$ cat src/rtl/iq_if.sv
// iq_if: rename/writeback/issue bundle between the issue queue and its neighbours.
interface iq_if #(parameter int DEPTH = 8, parameter int TAG_W = 6, parameter int PAYLOAD_W = 96);
  logic                   flush;
  logic                   enq_valid;
  logic                   enq_ready;
  logic [TAG_W-1:0]       enq_rs_tag;
  logic [TAG_W-1:0]       enq_rt_tag;
  logic                   enq_rs_rdy;
  logic                   enq_rt_rdy;
  logic [PAYLOAD_W-1:0]   enq_payload;
  logic                   wb_valid;
  logic [TAG_W-1:0]       wb_tag;
  logic                   iss_valid;
  logic                   iss_ready;
  logic [PAYLOAD_W-1:0]   iss_payload;
  logic [$clog2(DEPTH):0] count;
  modport master (
    output flush, enq_valid, enq_rs_tag, enq_rt_tag, enq_rs_rdy, enq_rt_rdy, enq_payload,
    output wb_valid, wb_tag, iss_ready,
    input  enq_ready, iss_valid, iss_payload, count
  );
  modport slave (
    input  flush, enq_valid, enq_rs_tag, enq_rt_tag, enq_rs_rdy, enq_rt_rdy, enq_payload,
    input  wb_valid, wb_tag, iss_ready,
    output enq_ready, iss_valid, iss_payload, count
  );
endinterface

$ cat src/rtl/issue_queue.sv
// issue_queue: collapsing issue queue; oldest-ready-first selection with tag wakeup.
module issue_queue #(
  parameter int DEPTH     = 8,
  parameter int TAG_W     = 6,
  parameter int PAYLOAD_W = 96
) (
  input logic clk,
  input logic rst,
  iq_if.slave q
);
  localparam int CW = $clog2(DEPTH) + 1;
  logic [DEPTH-1:0]     v_q, rs_rdy_q, rt_rdy_q, v_d, rs_rdy_d, rt_rdy_d;
  logic [TAG_W-1:0]     rs_tag_q [DEPTH];
  logic [TAG_W-1:0]     rt_tag_q [DEPTH];
  logic [TAG_W-1:0]     rs_tag_d [DEPTH];
  logic [TAG_W-1:0]     rt_tag_d [DEPTH];
  logic [PAYLOAD_W-1:0] pl_q [DEPTH];
  logic [PAYLOAD_W-1:0] pl_d [DEPTH];
  logic [CW-1:0]        count_q, count_d, enq_at;
  logic [DEPTH:0]       v_x, rs_x, rt_x;
  logic [TAG_W-1:0]     rs_tag_x [DEPTH+1];
  logic [TAG_W-1:0]     rt_tag_x [DEPTH+1];
  logic [PAYLOAD_W-1:0] pl_x [DEPTH+1];
  logic [DEPTH-1:0]     rdy_vec, first;
  logic [PAYLOAD_W-1:0] sel_pl;
  logic                 enq_fire, iss_fire, enq_rs_w, enq_rt_w, pre;
  always_comb begin
    rdy_vec = v_q & rs_rdy_q & rt_rdy_q;
    first = rdy_vec & (~rdy_vec + 1'b1);
    sel_pl = '0;
    for (int i = 0; i < DEPTH; i++) sel_pl = sel_pl | ({PAYLOAD_W{first[i]}} & pl_q[i]);
  end
  assign q.iss_valid   = |rdy_vec && !q.flush;
  assign q.iss_payload = sel_pl;
  assign q.enq_ready   = !rst && !q.flush && count_q < CW'(DEPTH);
  assign q.count       = count_q;
  assign iss_fire      = q.iss_valid && q.iss_ready;
  assign enq_fire      = q.enq_valid && q.enq_ready;
  assign enq_at        = count_q - CW'(iss_fire);
  assign enq_rs_w      = q.enq_rs_rdy || (q.wb_valid && q.wb_tag == q.enq_rs_tag);
  assign enq_rt_w      = q.enq_rt_rdy || (q.wb_valid && q.wb_tag == q.enq_rt_tag);
  // Wakeup-applied view of every slot, padded with an empty slot so the top entry can shift in nothing.
  always_comb begin
    v_x = {1'b0, v_q};
    rs_x = {1'b0, rs_rdy_q};
    rt_x = {1'b0, rt_rdy_q};
    rs_tag_x[DEPTH] = '0;
    rt_tag_x[DEPTH] = '0;
    pl_x[DEPTH] = '0;
    for (int i = 0; i < DEPTH; i++) begin
      rs_x[i] = rs_rdy_q[i] | (q.wb_valid && q.wb_tag == rs_tag_q[i]);
      rt_x[i] = rt_rdy_q[i] | (q.wb_valid && q.wb_tag == rt_tag_q[i]);
      rs_tag_x[i] = rs_tag_q[i];
      rt_tag_x[i] = rt_tag_q[i];
      pl_x[i] = pl_q[i];
    end
  end
  // Slots at or above the issued one take their upper neighbour.
  always_comb begin
    pre = 1'b0;
    for (int i = 0; i < DEPTH; i++) begin
      pre = pre | first[i];
      v_d[i]      = (iss_fire && pre) ? v_x[i+1] : v_x[i];
      rs_rdy_d[i] = (iss_fire && pre) ? rs_x[i+1] : rs_x[i];
      rt_rdy_d[i] = (iss_fire && pre) ? rt_x[i+1] : rt_x[i];
      rs_tag_d[i] = (iss_fire && pre) ? rs_tag_x[i+1] : rs_tag_x[i];
      rt_tag_d[i] = (iss_fire && pre) ? rt_tag_x[i+1] : rt_tag_x[i];
      pl_d[i]     = (iss_fire && pre) ? pl_x[i+1] : pl_x[i];
      if (enq_fire && enq_at == CW'(i)) begin
        v_d[i]      = 1'b1;
        rs_rdy_d[i] = enq_rs_w;
        rt_rdy_d[i] = enq_rt_w;
        rs_tag_d[i] = q.enq_rs_tag;
        rt_tag_d[i] = q.enq_rt_tag;
        pl_d[i]     = q.enq_payload;
      end
    end
    if (q.flush) v_d = '0;
    count_d = q.flush ? '0 : count_q + CW'(enq_fire) - CW'(iss_fire);
  end
  always_ff @(posedge clk or posedge rst) begin
    if (rst) begin
      v_q      <= '0;
      rs_rdy_q <= '0;
      rt_rdy_q <= '0;
      count_q  <= '0;
    end else begin
      v_q      <= v_d;
      rs_rdy_q <= rs_rdy_d;
      rt_rdy_q <= rt_rdy_d;
      count_q  <= count_d;
    end
  end
  always_ff @(posedge clk) begin
    rs_tag_q <= rs_tag_d;
    rt_tag_q <= rt_tag_d;
    pl_q     <= pl_d;
  end
endmodule

$ cat src/flat_wrapper.sv
// flat-port wrapper written by rule: the top's interface ports become plain ports
module issue_queue_flat 
#(
  parameter int DEPTH     = 8,
  parameter int TAG_W     = 6,
  parameter int PAYLOAD_W = 96
)
  (clk, rst, q_flush, q_enq_valid, q_enq_rs_tag, q_enq_rt_tag, q_enq_rs_rdy, q_enq_rt_rdy, q_enq_payload, q_wb_valid, q_wb_tag, q_iss_ready, q_enq_ready, q_iss_valid, q_iss_payload, q_count);
  iq_if #(.DEPTH(DEPTH), .TAG_W(TAG_W), .PAYLOAD_W(PAYLOAD_W)) q_i ();
  input logic clk;
  input logic rst;
  input wire logic [$bits(q_i.flush)-1:0] q_flush;
  input wire logic [$bits(q_i.enq_valid)-1:0] q_enq_valid;
  input wire logic [$bits(q_i.enq_rs_tag)-1:0] q_enq_rs_tag;
  input wire logic [$bits(q_i.enq_rt_tag)-1:0] q_enq_rt_tag;
  input wire logic [$bits(q_i.enq_rs_rdy)-1:0] q_enq_rs_rdy;
  input wire logic [$bits(q_i.enq_rt_rdy)-1:0] q_enq_rt_rdy;
  input wire logic [$bits(q_i.enq_payload)-1:0] q_enq_payload;
  input wire logic [$bits(q_i.wb_valid)-1:0] q_wb_valid;
  input wire logic [$bits(q_i.wb_tag)-1:0] q_wb_tag;
  input wire logic [$bits(q_i.iss_ready)-1:0] q_iss_ready;
  output wire logic [$bits(q_i.enq_ready)-1:0] q_enq_ready;
  output wire logic [$bits(q_i.iss_valid)-1:0] q_iss_valid;
  output wire logic [$bits(q_i.iss_payload)-1:0] q_iss_payload;
  output wire logic [$bits(q_i.count)-1:0] q_count;
  assign q_i.flush = q_flush;
  assign q_i.enq_valid = q_enq_valid;
  assign q_i.enq_rs_tag = q_enq_rs_tag;
  assign q_i.enq_rt_tag = q_enq_rt_tag;
  assign q_i.enq_rs_rdy = q_enq_rs_rdy;
  assign q_i.enq_rt_rdy = q_enq_rt_rdy;
  assign q_i.enq_payload = q_enq_payload;
  assign q_i.wb_valid = q_wb_valid;
  assign q_i.wb_tag = q_wb_tag;
  assign q_i.iss_ready = q_iss_ready;
  assign q_enq_ready = q_i.enq_ready;
  assign q_iss_valid = q_i.iss_valid;
  assign q_iss_payload = q_i.iss_payload;
  assign q_count = q_i.count;
  issue_queue #(.DEPTH(DEPTH), .TAG_W(TAG_W), .PAYLOAD_W(PAYLOAD_W)) u_core (.clk(clk), .rst(rst), .q(q_i));
endmodule
$ cat config.mk
export PLATFORM = sky130hd
export DESIGN_NAME = issue_queue_flat
export DESIGN_NICKNAME = d
export VERILOG_FILES = /design/src/rtl/iq_if.sv /design/src/rtl/issue_queue.sv /design/src/flat_wrapper.sv
export SDC_FILE = /design/constraint.sdc
export NUM_CORES = 1
export LEC_CHECK = 0
export CAP_MARGIN = 20
export CELL_PAD_IN_SITES_DETAIL_PLACEMENT = 0
export CELL_PAD_IN_SITES_GLOBAL_PLACEMENT = 1
export CORE_MARGIN = 1.5
export CORE_UTILIZATION = 30
export DETAILED_ROUTE_END_ITERATION = 12
export PLACE_DENSITY = 0.49
export SLEW_MARGIN = 0
export SYNTH_ARGS = -nofsm -noshare
export SYNTH_HDL_FRONTEND = slang
export SYNTH_SLANG_ARGS = --single-unit
$ cat constraint.sdc
create_clock -name clk -period 11.3 [get_ports clk]
set_input_delay 2.26 -clock clk [delete_from_list [all_inputs] [get_ports clk]]
set_output_delay 2.26 -clock clk [all_outputs]
set_load 0.05 [all_outputs]
Word-level counts from Yosys, hierarchy flattened
Index checks and enable logic that the tools add are counted.
{"block": "word_totals", "register_bits": 892, "output_inout_bits": 102, "wordCells": 265}
{"block": "op_classes", "add_sub_neg": 4, "magnitude_cmp": 1, "n_eq_ne": 25, "mux": 97, "bitwise_logic": 42, "reduce_logical": 61}
{"operator": "96-bit two-way mux", "count": 16}
{"operator": "96-bit bitwise AND", "count": 8}
{"operator": "96-bit OR", "count": 7}
{"operator": "6-bit two-way mux", "count": 31}
{"operator": "6-bit equality test", "count": 18}
{"operator": "1-bit two-way mux", "count": 48}
{"operator": "1-bit logical AND", "count": 39}
{"operator": "8-bit bitwise AND", "count": 3}
{"operator": "3-bit nonzero test", "count": 8}
{"operator": "1-bit OR", "count": 23}
{"operator": "4-bit by 3-bit equality test with 1-bit output, second input constant", "count": 4}
{"operator": "2-bit nonzero test", "count": 8}
{"operator": "8-bit by 1-bit adder with 8-bit output, second input constant", "count": 1}
{"operator": "4-bit by 2-bit equality test with 1-bit output, second input constant", "count": 2}
{"operator": "8-bit two-way mux", "count": 1}
{"operator": "8-bit NOT", "count": 1}
{"operator": "8-bit OR reduction", "count": 1}
{"operator": "4-bit by 1-bit subtractor with 4-bit output", "count": 2}
{"operator": "4-bit by 1-bit adder with 4-bit output", "count": 1}
{"operator": "4-bit by 1-bit equality test with 1-bit output, second input constant", "count": 1}
{"operator": "4-bit zero test", "count": 1}
{"operator": "4-bit < comparator, second input constant", "count": 1}
{"operator": "4-bit two-way mux", "count": 1}
{"operator": "1-bit zero test", "count": 2}
{"operator": "1-bit logical OR", "count": 2}

Longest topological paths before layout
{"block": "logic_depth", "depth_word": 16, "mapped_depth": 18}

Worst setup path before layout
Ideal clock, no wire load.
{"block": "synth_path", "path_kind": "input -> register", "startpoint": "in q_flush", "endpoint": "reg u_core.pl_q[288] in the netlist's numbering (enable)", "arrival_ps": 10213, "required_ps": 10576, "setup_slack_ps": 363, "stages": 3, "n_path_buf": 1, "path_cell_list": "buf_2 > nand2b_1 > o21ai_0"}
{"block": "synth_via", "elab_chain_cells": 7}
{"item": "start: declaration", "line": "flat_wrapper.sv:12", "text": "input wire logic [$bits(q_i.flush)-1:0] q_flush;"}
{"item": "1-bit zero test *", "line": "issue_queue.sv:33, issue_queue.sv:35"}
{"item": "1-bit logical AND", "line": "issue_queue.sv:33", "text": "assign q.iss_valid = |rdy_vec && !q.flush;"}
{"item": "1-bit logical AND", "line": "issue_queue.sv:37", "text": "assign iss_fire = q.iss_valid && q.iss_ready;"}
{"item": "4-bit by 1-bit subtractor with 4-bit output", "line": "issue_queue.sv:39", "text": "assign enq_at = count_q - CW'(iss_fire);"}
{"item": "4-bit by 3-bit equality test with 1-bit output", "line": "issue_queue.sv:69", "text": "if (enq_fire && enq_at == CW'(i)) begin"}
{"item": "1-bit logical AND", "line": "issue_queue.sv:69"}
{"item": "2-bit nonzero test (no source line) *"}
{"item": "end signal: assignment", "line": "issue_queue.sv:97", "text": "pl_q <= pl_d;"}
{"item": "end: declaration", "line": "issue_queue.sv:17", "text": "logic [PAYLOAD_W-1:0] pl_q [DEPTH];"}
Every way passes the cells marked *; elsewhere a longest branch is shown, timed or not.
A chain may end at the register's enable or synchronous reset.

Worst setup path in the final report
{"block": "layout_path", "startpoint": "reg u_core.rt_rdy_q[1]", "endpoint": "out q_iss_payload[10]"}
{"block": "layout_via", "elab_chain_cells": 12}
{"item": "start: declaration", "line": "issue_queue.sv:12", "text": "logic [DEPTH-1:0] v_q, rs_rdy_q, rt_rdy_q, v_d, rs_rdy_d, rt_rdy_d;"}
{"item": "start signal: assignment", "line": "issue_queue.sv:90", "text": "rt_rdy_q <= rt_rdy_d;"}
{"item": "8-bit bitwise AND *", "line": "issue_queue.sv:28", "text": "rdy_vec = v_q & rs_rdy_q & rt_rdy_q;"}
{"item": "8-bit NOT", "line": "issue_queue.sv:29", "text": "first = rdy_vec & (~rdy_vec + 1'b1);"}
{"item": "8-bit by 1-bit adder with 8-bit output", "line": "issue_queue.sv:29"}
{"item": "8-bit bitwise AND *", "line": "issue_queue.sv:29"}
{"item": "96-bit bitwise AND", "line": "issue_queue.sv:31", "text": "for (int i = 0; i < DEPTH; i++) sel_pl = sel_pl | ({PAYLOAD_W{first[i]}} & pl_q[i]);"}
{"item": "96-bit OR (6 in a row)", "line": "issue_queue.sv:31"}
{"item": "96-bit OR *", "line": "issue_queue.sv:31"}
{"item": "end: declaration", "line": "flat_wrapper.sv:24", "text": "output wire logic [$bits(q_i.iss_payload)-1:0] q_iss_payload;"}
Marked as above.

==> impl_metrics.tcl <==
set metrics [dict create \
    synthesis.nets 3445 \
    synth_top_cell_area_share_pct 59.8 \
    dieArea_sq_um 147000 \
    start_util_pct 30.2 \
    synthSimpleGateAreaFrac_pct 9.37 \
    cp_top_family "buffers and inverters" \
    synth_flop_cell "edfxtp_1" \
    clkTransAtPathRegs_ps 60 \
    grt_pass1_wl_mm 223 \
    cap_violations 0 \
    viasPerCell 5.37 \
    worstPathRequired_ps 9040 \
    critPathBufInv 3 \
    synth_top_family_by_area "multiplexers" \
    clock_latency_ps 740 \
    grt_usage_pct 20.8 \
    worst_setup_path_start_kind "register" \
    synth_compound_area_share_pct 9.49 \
    postRouteAntennaNets 0 \
    layout_setup_ws_ps 3530 \
    ys_seq_elements 892 \
    synth-async-reset-ratio_pct 3.14 \
    critical_path_peak_fanout 55 \
    synth-edff-count 864 \
    synthesis.instances 3316 \
    drtPass1Iterations 8 \
    period_minus_slack_ps 7770 \
    drt_iter0_markers 2384 \
    seq_area_sq_um 26600 \
    fmax_ghz 0.129 \
    cts_hold_repair.buffers 0 \
    multi_input_area_sq_um 15800 \
    combPwrFrac_pct 9.7 \
    grt_max_degree 163 \
    endpoint_kind "output port" \
    power_frac_clock_pct 42.6 \
    synth_area_leaders "edfxtp_1 60%, mux2_2 14%, a22oi_1 6.6%, nand2_1 5.5%, o22a_1 1.9%" \
    gp_congestion 0.762 \
    pwr-share-seq_pct 47.7 \
    p_leak_uw 0.0177 \
    drive_gt1_share_pct 22.5 \
    final_cells 5446 \
    postCtsSetupBuffers 0 \
    portBuffers 223 \
    grt_pass1_vias 30324 \
    powerDensity_nw_per_um2 158 \
    cts-htree-levels 3 \
    placed_area_sq_um 47600 \
    wire_per_inst_microns 28.5 \
    wirelength_mm 155 \
    cp.arrival_ps 5510 \
    ys_types 44 \
    final_area_sq_um 51000 \
    cts_buffers 110 \
    hpwl_mm 81.8 \
    crit_path_top_delay_cell "buf_4" \
    cts_resized 0 \
    hold-worst-slack_ps 527 \
    worst-setup-path-type "register to output port" \
    yosys-top-cells-count "864 x edfxtp_1, 630 x nand2_1, 554 x mux2_2" \
    area_growth_syn_to_layout_pct 17.7 \
    rsz0062_at_grt "false" \
    synth.most_common_cell "edfxtp_1" \
    coreArea_sq_um 143000 \
    cts_max_path_buffers 3 \
    hold_viol 0 \
    drc 0 \
    worstPathCellList "and3_4 > or3_4 > nor3_4 > buf_4 > buf_4 > a22oi_1 > nand3_1 > clkdlybuf4s50_1" \
    yosys.area_share.adder_pct 0.219 \
    outcome "finished clean" \
    synth.avg_cell_area_sq_um 13.1 \
    yosys_warnings 0 \
    max_stage_delay_ps 920 \
    min_path_type "register to register" \
    yosysTopAreaCell "edfxtp_1" \
    tritoncts "built" \
    p_int_uw 6020 \
    relSlewSlack_pct 22.9 \
    final.setup.tns_ps 0 \
    post-route-period-util_pct 68.8 \
    preCtsSetupSlack_ps 3570 \
    root_buffer "clkbuf_16" \
    dp_cells 5240 \
    clock_skew_ps 43.7 \
    synth_xor_area_share_pct 2.30 \
    synth_mux_area_share_pct 14.6 \
    synth_area_sq_um 43400 \
    p_sw_share_pct 25.4 \
    drv_slew 0 \
    switchingPower_uw 2050 \
    fillers 13859 \
    clock-sinks 892 \
    gr-total-overflow 0 \
    tightest_slew_ps 1160 \
    vias 29238 \
    die_x_microns 383 \
    final_nets 3578 \
    yosysSeqAreaShare_pct 61.4 \
    ir_worst_vdd_mv 0.116 \
    grt_antenna_before_repair 19 \
    setup_violations 0 \
    row_count 139 \
    worst_path_most_repeated_cell "buf_4" \
    num_io_pins 224 \
    die_h_microns 383 \
]
## layout by cell type (no fill, tap or decap), types with 82 or more instances in the layout
cell type	instances
nand2_1	621
mux2_2	554
edfxtp_1	864
nand3_1	104
clkdlybuf4s50_1	220
and2_1	109
xor2_1	82
clkbuf_16	112
a22oi_1	384
o22a_1	96
## metal layers
metal  wire [microns]  global-route usage [%]
met5               93                       0
met4             3460                    5.03
met3             8350                    3.33
met2            74100                    34.5
met1            69200                    28.2
## cell families after synthesis
group                      Yosys count
adders and majority gates            7
AOI/OAI and AO/OA                  539
DFF                                892
and+or+nand+nor                    933
buffers and inverters              268
xor gates and xnor gates           114
muxes                              563
## per-stage QoR
stage,util (%),total power [uW]
finish,35.6,8070
global route,35.6,8350
CTS,35.6,8180
detailed placement,33.2,4710
global placement,33.1,4700
floorplan,-,4350
## state kept, by name, indices dropped and copies added, names as in the netlist
register         cells
u_core.rt_rdy_q      8
u_core.rs_rdy_q      8
u_core.pl_q        768
u_core.rt_tag_q     48
u_core.rs_tag_q     48
u_core.v_q           8
u_core.q.count       4
## path summary, 6_finish.rpt
| path | from | end | slack [ps] | cells past startpoint |
|---|---|---|---|---|
| worst max-delay path | u_core.rt_rdy_q[1] | q_iss_payload[10] | 3530 | 8 |
| worst min-delay path | u_core.pl_q[286] | u_core.pl_q[382] | 530 | 2 |
| worst max register to register | u_core.rt_rdy_q[1] | u_core.pl_q[631] | 5220 | 12 |
| worst min register to register | u_core.pl_q[286] | u_core.pl_q[382] | 530 | 2 |
| max in group asynchronous | rst | u_core.v_q[3] | 8830 | 3 |
| min in group asynchronous | rst | u_core.rt_rdy_q[5] | 2150 | 3 |
## cell type report
type	count	share of cell area (%)
antenna	5	0.0245
clock buffer	137	5.73
clock inverter	64	1.04
inverter	10	0.0735
multi-input combinational	2156	30.9
sequential	892	52.2
tap	1903	4.67
timing repair buffer	279	5.33
## power by group through the flow
stage | clock (uW) | combinational [uW] | sequential (uW)
6_report | 3430 | 786 | 3850
5_1_grt | 3650 | 838 | 3860
4_1_cts | 3540 | 797 | 3850
3_5_place_dp | 0 | 795 | 3910
3_3_place_gp | 0 | 788 | 3910
2_1_floorplan | 0 | 441 | 3910
## tightest hold or removal path: stages (launching register included)
cell	delay, ps
edfxtp_1	360
nand2_1	60
nand2_1	50
No activity file was read; power rests on OpenSTA's default activity.
